<file path="config.mk">
export PLATFORM = sky130hd
export DESIGN_NAME = sram_port_arbiter
export DESIGN_NICKNAME = d
export VERILOG_FILES = /design/src/rtl/sram_port_arbiter.sv
export SDC_FILE = /design/constraint.sdc
export NUM_CORES = 1
export LEC_CHECK = 0
export BUFFER_PORTS_ARGS = -buffer_cell sky130_fd_sc_hd__clkbuf_2
export CORE_MARGIN = 4
export CORE_UTILIZATION = 40
export DETAILED_ROUTE_END_ITERATION = 6
export PLACE_DENSITY = 0.7
export SLEW_MARGIN = 25
export SYNTH_ARGS = -nofsm -noshare
export SYNTH_HDL_FRONTEND = slang
export SYNTH_SLANG_ARGS = --single-unit
</file>
<file path="constraint.sdc">
create_clock -name clk -period 3 [get_ports clk]
set_input_delay 0.9 -clock clk [delete_from_list [all_inputs] [get_ports clk]]
set_output_delay 0.9 -clock clk [all_outputs]
set_load 0.1 [all_outputs]
</file>
<file path="src/rtl/sram_port_arbiter.sv">
// sram_port_arbiter
// Round-robin front end for the 4 KB single-port SRAM macro. Two valid/ready
// request ports share one macro; each access runs SETUP -> ACCESS (-> CAPTURE
// for reads) with the macro strobes and address/data driven from registers.
module sram_port_arbiter #(
   parameter int ADDR_W = 12,
   parameter int DATA_W = 8
) (
   input  logic              clk,
   input  logic              reset,
   // requester A (image-load path)
   input  logic              a_req_valid,
   output logic              a_req_ready,
   input  logic              a_req_we,
   input  logic [ADDR_W-1:0] a_req_addr,
   input  logic [DATA_W-1:0] a_req_wdata,
   output logic              a_rsp_valid,
   output logic [DATA_W-1:0] a_rsp_rdata,
   // requester B (convolution datapath)
   input  logic              b_req_valid,
   output logic              b_req_ready,
   input  logic              b_req_we,
   input  logic [ADDR_W-1:0] b_req_addr,
   input  logic [DATA_W-1:0] b_req_wdata,
   output logic              b_rsp_valid,
   output logic [DATA_W-1:0] b_rsp_rdata,
   // status
   output logic              busy,
   // SRAM macro side
   output logic [ADDR_W-1:0] sram_addr,
   output logic [DATA_W-1:0] sram_din,
   output logic              sram_write_en,
   output logic              sram_sense_en,
   input  logic [DATA_W-1:0] sram_dout
);

   localparam int NUM_REQ = 2;

   typedef enum logic [1:0] {IDLE, SETUP, ACCESS, CAPTURE} state_t;

   typedef struct packed {
      logic              we;
      logic [ADDR_W-1:0] addr;
      logic [DATA_W-1:0] wdata;
   } req_t;

   state_t                   state;
   logic                     last_grant;   // 0 = A, 1 = B
   logic                     owner;        // requester that owns the access in flight
   logic                     op_we;
   logic [DATA_W-1:0]        rdata;        // shared read-data register for both ports
   logic [NUM_REQ-1:0]       req_valid;
   logic [NUM_REQ-1:0]       grant;
   logic [NUM_REQ-1:0]       rsp_pulse;
   req_t [NUM_REQ-1:0]       req;
   req_t                     win_req;
   logic                     win;

   assign req_valid = {b_req_valid, a_req_valid};
   assign req[0]    = {a_req_we, a_req_addr, a_req_wdata};
   assign req[1]    = {b_req_we, b_req_addr, b_req_wdata};

   // Grant only in IDLE and never during reset; on contention the requester
   // that was not served last wins.
   always_comb begin
      grant = '0;
      if (!reset && state == IDLE) begin
         if (req_valid[0] && (!req_valid[1] || last_grant))
            grant[0] = 1'b1;
         else if (req_valid[1])
            grant[1] = 1'b1;
      end
   end

   assign win     = grant[1];
   assign win_req = req[win];

   // Access sequencer: latches the winning request, then drives the strobes
   // with a fixed one-cycle setup before the access cycle.
   always_ff @(posedge clk) begin
      if (reset) begin
         state         <= IDLE;
         last_grant    <= 1'b1;
         owner         <= 1'b0;
         op_we         <= 1'b0;
         sram_addr     <= '0;
         sram_din      <= '0;
         sram_write_en <= 1'b0;
         sram_sense_en <= 1'b0;
         rdata         <= '0;
         rsp_pulse     <= '0;
      end else begin
         // strobes and response pulses are single-cycle by default
         sram_write_en <= 1'b0;
         sram_sense_en <= 1'b0;
         rsp_pulse     <= '0;
         case (state)
            IDLE: begin
               if (|grant) begin
                  owner      <= win;
                  last_grant <= win;
                  op_we      <= win_req.we;
                  sram_addr  <= win_req.addr;
                  sram_din   <= win_req.wdata;
                  state      <= SETUP;
               end
            end
            SETUP: begin
               // address/data have been stable for a full cycle; fire the strobe
               sram_write_en <= op_we;
               sram_sense_en <= !op_we;
               state         <= ACCESS;
            end
            ACCESS: begin
               state <= op_we ? IDLE : CAPTURE;
            end
            CAPTURE: begin
               rdata            <= sram_dout;
               rsp_pulse[owner] <= 1'b1;
               state            <= IDLE;
            end
            default: state <= IDLE;
         endcase
      end
   end

   assign busy        = (state != IDLE);
   assign a_req_ready = grant[0];
   assign b_req_ready = grant[1];
   assign a_rsp_valid = rsp_pulse[0];
   assign b_rsp_valid = rsp_pulse[1];
   assign a_rsp_rdata = rdata;
   assign b_rsp_rdata = rdata;

endmodule

</file>
==> tab_implementation.tex, run 1 <==
\begin{tabular}{lr}
\hline
Metric & Value \\
\hline
\multicolumn{2}{l}{\textbf{Cells and area}} \\
\quad Share of cells above drive strength 1 & 41.55\% \\
\quad Fin cells & 334 \\
\quad Syn-to-layout area delta & 33.19\% \\
\quad Antenna cell count & 0 \\
\quad Area of all placed cells without fillers & 2265 um\^{}2 \\
\quad Number of nets in the layout & 338 \\
\multicolumn{2}{l}{\textbf{Synthesis}} \\
\quad Netlist Area Pre-Place & between 1500 and 2000 um\^{}2 \\
\quad Syn Nets & 255 \\
\quad Count of mapped cells out of synthesis & 201 \\
\quad Yosys warning total & 0 \\
\quad Library cell with the highest instance count after synthesis & dfxtp\_1 \\
\quad Synth top cells by count & 37 x dfxtp\_1, 31 x a21oi\_1, 21 x nand3\_1, 20 x a311oi\_1, 19 x o21ai\_0 \\
\quad Number of flops mapped to enable cells by yosys & 0 \\
\quad Post-synthesis area per instance & roughly 8.5 um\^{}2 \\
\quad Flip-flop cell with the highest count after synthesis & dfxtp\_1 \\
\quad Synth Register Bits & 37 \\
\quad Share of the synthesized area in the top cell type & between 40 and 50\% \\
\quad Fraction of registers with async set or reset after synthesis & 0\% \\
\quad Most area-hungry cell type in the Yosys netlist & dfxtp\_1 \\
\quad Unique masters post-synth & 26 \\
\quad Cells taking the most area after synthesis & dfxtp\_1 44\%, a311oi\_1 10\%, a21oi\_1 9.1\% \\
\quad Fraction of the yosys area taken by sequential cells & about 44\% \\
\multicolumn{2}{l}{\textbf{Timing}} \\
\quad Final setup skew & 0.003286 ns \\
\quad Maximum achievable frequency & 361.4 MHz \\
\quad Fin Setup TNS & 0 ns \\
\quad Worst hold slack & 0.4243 ns \\
\quad Slew HR & between 60\% and 70\% \\
\quad Actual transition at the worst max-transition pin & 0.5514 ns \\
\quad Final number of max-transition violations & 0 \\
\quad Number of setup violations in the final report & 0 \\
\quad Final hold viol count & 0 \\
\quad Setup repair after global routing missed its margin & false \\
\quad Fin crit period & 2.767 ns \\
\quad Final Cycle Share & 92.23\% \\
\multicolumn{2}{l}{\textbf{Setup path}} \\
\quad Data arrival time at the worst-slack endpoint & approximately 1.9 ns \\
\quad Kind of end point of the critical path & primary output \\
\quad Top fanout value on the critical path & 12 \\
\quad Cell-by-cell trace of the critical path & clkbuf\_2 > or3\_4 > nor3b\_4 > buf\_12 \\
\quad CP startpoint kind & input pin \\
\quad Type of the setup path with the least slack & input pin to primary output \\
\quad Slowest stage delay, CP & approximately 0.42 ns \\
\quad Slowest-stage cell, CP & or3\_4 \\
\quad Worst endpoint required time & 2.10 ns \\
\multicolumn{2}{l}{\textbf{Clock tree}} \\
\quad Clk Latency, worst-skew pair & 0.29 ns \\
\quad CTS tree & built \\
\quad Clock transition time at the flip-flop clock pins of the worst setup and hold paths & around 0.070 ns \\
\quad \# clock sinks & 37 \\
\quad Post-CTS Repair Setup Buffers & 0 \\
\quad TritonCTS buffer count & 5 \\
\quad Max clock buf depth & 2 \\
\quad Quantity of hold-fixing buffers added after cts & 0 \\
\quad Clock root cell & clkbuf\_8 \\
\quad Count of cells resized by post-cts repair & 0 \\
\quad Number of H-tree branching levels & 2 \\
\multicolumn{2}{l}{\textbf{Route}} \\
\quad Antenna violation net count after detailed routing & 0 \\
\quad Count of vias placed by the detailed router & roughly 1.8k \\
\quad Post-route DRC violation count & 0 \\
\quad Via-to-Cell Ratio & 5.305 \\
\quad Post-DR wirelength/cell & 13.95 um \\
\quad Initial drt markers & 96 \\
\quad Aggregate routed wire length & 4660 um \\
\quad Number of detailed-routing iterations run before antenna repair & 4 \\
\multicolumn{2}{l}{\textbf{Power}} \\
\quad LEAKAGE & 0.9760 nW \\
\quad Pwr per Cell Area & roughly 640 nW/um\^{}2 \\
\quad Max IR drop VDD & between 0.3 and 0.4 mV \\
\quad Total Power & 1.454 mW \\
\multicolumn{2}{l}{\textbf{Global route}} \\
\quad Total routing usage reported by global routing & between 10\% and 20\% \\
\quad Largest net degree at the start of global routing & 38 \\
\quad Total global routing overflow & 0 \\
\quad Via count of the first global-routing pass & 1649 \\
\quad Antenna violations before repair & 0 \\
\quad Wire length of the first global-routing pass & 7376 um \\
\multicolumn{2}{l}{\textbf{Floorplan}} \\
\quad Floorplan die area & between 5000 and 6000 um\^{}2 \\
\quad Y dimension of the die & between 70 and 80 um \\
\quad Core area & 4058 um\^{}2 \\
\quad Row Count & 23 \\
\quad Total I/O pin count & 97 \\
\quad Effective utilization at floorplan & 41.91\% \\
\quad Die width & 73.20 um \\
\multicolumn{2}{l}{\textbf{Place}} \\
\quad Routability congestion estimate from global placement & 0.7954 \\
\quad Total placed instance area & around 2200 um\^{}2 \\
\quad Final HPWL DP & about 3300 um \\
\quad Number of instances in the placed design & 327 \\
\quad Count of buffers from port buffering & 96 \\
\multicolumn{2}{l}{\textbf{Hold path}} \\
\quad Classification of the worst-slack hold path & register to register \\
\multicolumn{2}{l}{\textbf{Run}} \\
\quad Number of maximum-capacitance constraint violations & 0 \\
\multicolumn{2}{l}{\textbf{Run status}} \\
\quad Outcome & finished, final reports clean \\
\hline
\end{tabular}
## layout by cell type (no fill, tap or decap), drive strengths merged
cell type  instances
inv                1
nand3             21
o22ai              1
nor2b              2
a21boi             1
a311oi            21
or2                1
a221o              1
nor2               3
a21oi             31
nor3               4
nand2             18
a21bo              1
o21ai             21
nor3b              2
buf               11
and2               2
dfxtp             37
nand2b             3
clkbuf           101
or3                1
## path summary, 6_finish.rpt
kind / start / end / slack (ns) / depth (start not counted)
setup reg to reg: state[0]$_SDFFE_PP0P_ / sram_addr[6]$_SDFFE_PP0P_ / 1.45 / 4
hold reg to reg: owner$_SDFFE_PP0P_ / rsp_pulse[0]$_SDFF_PP0_ / 0.42 / 1
setup / recovery: reset / a_req_ready / 0.23 / 4
hold / removal: owner$_SDFFE_PP0P_ / rsp_pulse[0]$_SDFF_PP0_ / 0.42 / 1
## sequential cells by signal (all words and copies together) (netlist names)
register       cells
sram_addr         12
a_rsp_rdata        8
sram_din           8
rsp_pulse          2
state              2
last_grant         1
op_we              1
owner              1
sram_sense_en      1
sram_write_en      1
## critical path, delay by kind of cell
family	cells	cell delay (ns)
buffers and inverters	2	0.29
AND/OR/NAND/NOR	2	0.67
## cell families (layout without fill, tap and decap cells)
group | after synthesis | in the layout | synth area share (%)
simple gates | 57 | 57 | 17.14
flops | 37 | 37 | 43.56
buf+inv | 30 | 113 | 10.82
compound gates | 77 | 77 | 28.48
## per-stage QoR
stage	setup slack, ns	util [%]
after floorplan	-0.1390	-
after global placement	0.2277	53.68
after detailed placement	0.2195	53.68
after CTS	0.2202	55.81
after global routing	0.1892	55.81
final	0.2331	55.81
## where the power goes
group / total, mW / internal, mW / switching [mW] / leakage, nW
clock network: 0.345 / 0.182 / 0.163 / 0.0443
logic: 0.548 / 0.126 / 0.423 / 0.628
registers: 0.561 / 0.533 / 0.0286 / 0.303
## per-layer routing
metal,GRT usage [%],share of wire (%),up-vias
met3,6.612,9.8,2
met2,28.50,47,85
li1,-,-,892
met4,5.328,0.49,0
met1,21.37,43,793
met5,0,0,-
## layout make-up
cell class,count,area [um^2]
Fill cell,398,1793
Multi-Input combinational cell,134,793.3
Sequential cell,37,740.7
Timing Repair Buffer,105,578.1
Clock buffer,7,86.33
Tap cell,50,62.56
Inverter,1,3.754
Note: power is estimated with default switching activity, not from simulation.
==> run 2, diff against run 1 <==
Settings changed: CORE_UTILIZATION 40 to 39, PLACE_DENSITY 0.7 to 0.71.
Clock period 3 ns to 2.4 ns, I/O delays scaled along.
==> tab_implementation.tex, run 2 (synthesis results as in run 1) <==
\begin{tabular}{lr}
\hline
Metric & Value \\
\hline
\multicolumn{2}{l}{\textbf{Power}} \\
\quad LEAKAGE & around 0.99 nW \\
\quad Part of the total power dissipated in the clock network & 25.4\% \\
\quad Proportion of power drawn by combinational gates & 37.0\% \\
\quad Sequential power share & 37.5\% \\
\quad Net switching fraction of the power & about two fifths \\
\quad Switching power & 777.2 uW \\
\quad Pwr per Cell Area & 814.5 nW/um\^{}2 \\
\quad Power Internal & between 1 and 1.5 mW \\
\quad Max IR drop VDD & between 0.4 and 0.5 mV \\
\multicolumn{2}{l}{\textbf{Cells and area}} \\
\quad Commonest cells after routing, fill and taps aside & 94 x clkbuf\_2, 37 x dfxtp\_1, 31 x a21oi\_1 \\
\quad Syn-to-layout area delta & 34.58\% \\
\quad Fin cells & 335 \\
\quad Top reg by flops & sram\_addr \\
\quad Leading cell type in the layout, fill and taps excluded & clkbuf\_2 \\
\quad Area of all placed cells without fillers & 2288 um\^{}2 \\
\quad Max reg flops & 12 \\
\quad Antenna cell count & 0 \\
\quad Number of nets in the layout & 338 \\
\quad Final core area utilization & 55.61\% \\
\quad Share of cells above drive strength 1 & 41.75\% \\
\multicolumn{2}{l}{\textbf{Setup path}} \\
\quad Register-to-register path setup slack & 0.88 ns \\
\quad Top cell family by delay on the critical path & simple AND/OR/NAND/NOR gates \\
\quad Top fanout value on the critical path & 4 \\
\quad Slowest-stage cell, CP & or3\_4 \\
\quad Total buffers and inverters traversed by the critical path & 2 \\
\quad Type of the setup path with the least slack & input pin to primary output \\
\quad Data arrival time at the worst-slack endpoint & 1.64 ns \\
\quad Worst Setup SP & reset \\
\quad Slowest stage delay, CP & 0.37 ns \\
\quad WP depth & 4 \\
\quad Critical Path Sink & a\_req\_ready \\
\quad Worst endpoint required time & 1.68 ns \\
\quad Worst r2r path cells & 4 \\
\quad Endpoint of the worst-slack reg-to-reg timing path & sram\_addr[6]\$\_SDFFE\_PP0P\_ \\
\quad Kind of end point of the critical path & primary output \\
\quad CP startpoint kind & input pin \\
\quad RR Startpoint & state[0]\$\_SDFFE\_PP0P\_ \\
\quad Cell-by-cell trace of the critical path & clkbuf\_2 > or3\_4 > nor3b\_4 > buf\_12 \\
\multicolumn{2}{l}{\textbf{Place}} \\
\quad Total placed instance area & 2187 um\^{}2 \\
\quad Count of buffers from port buffering & 96 \\
\quad Number of instances in the placed design & 327 \\
\quad Routability congestion estimate from global placement & 0.7175 \\
\quad Final HPWL DP & 3136 um \\
\multicolumn{2}{l}{\textbf{Clock tree}} \\
\quad Quantity of hold-fixing buffers added after cts & 0 \\
\quad CTS tree & built \\
\quad Max clock buf depth & 2 \\
\quad Count of cells resized by post-cts repair & 0 \\
\quad Number of H-tree branching levels & 2 \\
\quad Clock root cell & clkbuf\_8 \\
\quad Post-CTS Repair Setup Buffers & 0 \\
\quad Clock transition time at the flip-flop clock pins of the worst setup and hold paths & roughly 0.070 ns \\
\quad TritonCTS buffer count & 5 \\
\quad Clk Latency, worst-skew pair & 0.29 ns \\
\quad \# clock sinks & 37 \\
\multicolumn{2}{l}{\textbf{Global route}} \\
\quad Antenna violations before repair & 0 \\
\quad Total global routing overflow & 0 \\
\quad Total routing usage reported by global routing & about 16\% \\
\quad Wire length of the first global-routing pass & just under 7000 um \\
\quad Via count of the first global-routing pass & 1540 \\
\quad Largest net degree at the start of global routing & 38 \\
\multicolumn{2}{l}{\textbf{Run}} \\
\quad Number of maximum-capacitance constraint violations & 0 \\
\multicolumn{2}{l}{\textbf{Timing}} \\
\quad Actual transition at the worst max-transition pin & 0.5573 ns \\
\quad Fin crit period & 2.358 ns \\
\quad Number of setup violations in the final report & 0 \\
\quad Final setup skew & 0.004022 ns \\
\quad Final number of max-transition violations & 0 \\
\quad Final hold viol count & 0 \\
\quad Final Cycle Share & 98.26\% \\
\quad Slew HR & 63.00\% \\
\quad Maximum achievable frequency & roughly 420 MHz \\
\quad Setup repair after global routing missed its margin & false \\
\multicolumn{2}{l}{\textbf{Floorplan}} \\
\quad Total I/O pin count & 97 \\
\quad Floorplan die area & 5480 um\^{}2 \\
\quad Die width & 74.03 um \\
\quad Row Count & 23 \\
\quad Y dimension of the die & 74.03 um \\
\quad Effective utilization at floorplan & 41.32\% \\
\quad Core area & just over 4000 um\^{}2 \\
\multicolumn{2}{l}{\textbf{Route}} \\
\quad Aggregate routed wire length & 4525 um \\
\quad Post-route DRC violation count & 0 \\
\quad Count of vias placed by the detailed router & between 1.5k and 2k \\
\quad Post-DR wirelength/cell & approximately 14 um \\
\quad Number of detailed-routing iterations run before antenna repair & 2 \\
\quad Initial drt markers & 51 \\
\quad Antenna violation net count after detailed routing & 0 \\
\quad Via-to-Cell Ratio & 5.146 \\
\multicolumn{2}{l}{\textbf{Hold path}} \\
\quad Classification of the worst-slack hold path & register to register \\
\multicolumn{2}{l}{\textbf{Run status}} \\
\quad Outcome & finished, final reports clean \\
\hline
\end{tabular}
run 2: cell types whose count changed in the layout (fill, tap and decap cells not counted):
| cell | change |
|---|---|
| buf_4 | -1 |
| clkbuf_1 | -1 |
| a21boi_2 | -1 |
| a21boi_1 | +1 |
| clkinv_2 | +1 |
| clkbuf_8 | +1 |
| buf_12 | +1 |
run 2: final cells by class:
cell class,instances,area [um^2]
sequential,37,740.7
multi-input combinational,134,789.5
fill,392,1827
clock buffer,7,96.34
inverter,1,3.754
timing repair buffer,105,590.6
tap,50,62.56
clock inverter,1,5.005
run 2: worst min path at each step:
stage                       startpoint                      end  slack (ns)  cells past startpoint
floorplan           owner$_SDFFE_PP0P_  rsp_pulse[0]$_SDFF_PP0_        0.40                      1
global placement    owner$_SDFFE_PP0P_  rsp_pulse[0]$_SDFF_PP0_        0.41                      1
detailed placement  owner$_SDFFE_PP0P_  rsp_pulse[0]$_SDFF_PP0_        0.41                      1
CTS                 owner$_SDFFE_PP0P_  rsp_pulse[0]$_SDFF_PP0_        0.43                      1
global route        owner$_SDFFE_PP0P_  rsp_pulse[0]$_SDFF_PP0_        0.46                      1
finish              owner$_SDFFE_PP0P_  rsp_pulse[0]$_SDFF_PP0_        0.43                      1
run 2: power groups by stage:
stage          clock, mW  combinational [mW]  sequential, mW
5_1_grt            0.509               0.726           0.707
4_1_cts            0.489               0.694           0.699
2_1_floorplan          0               0.266            1.00
3_5_place_dp           0               0.694           0.713
6_report           0.474               0.690           0.700
3_3_place_gp           0               0.692           0.712
run 2: metrics by stage:
step	hold slack [ns]	TNS [ns]	setup WS, ns	total power [mW]
after floorplan	0.4025	-0.7142	-0.3790	1.270
final	0.4252	0	0.04175	1.864
after global routing	0.4565	0	0.01676	1.942
after detailed placement	0.4134	0	0.02708	1.406
after global placement	0.4101	0	0.02787	1.404
after CTS	0.4279	0	0.02552	1.882
run 2: layer usage:
metal / global-route usage [%] / wire (um) / up-vias
met5: 0 / 0 / -
met4: 5.433 / 51 / 0
met3: 6.486 / 490 / 6
met2: 26.77 / 1984 / 72
met1: 18.20 / 1998 / 753
li1: - / - / 893
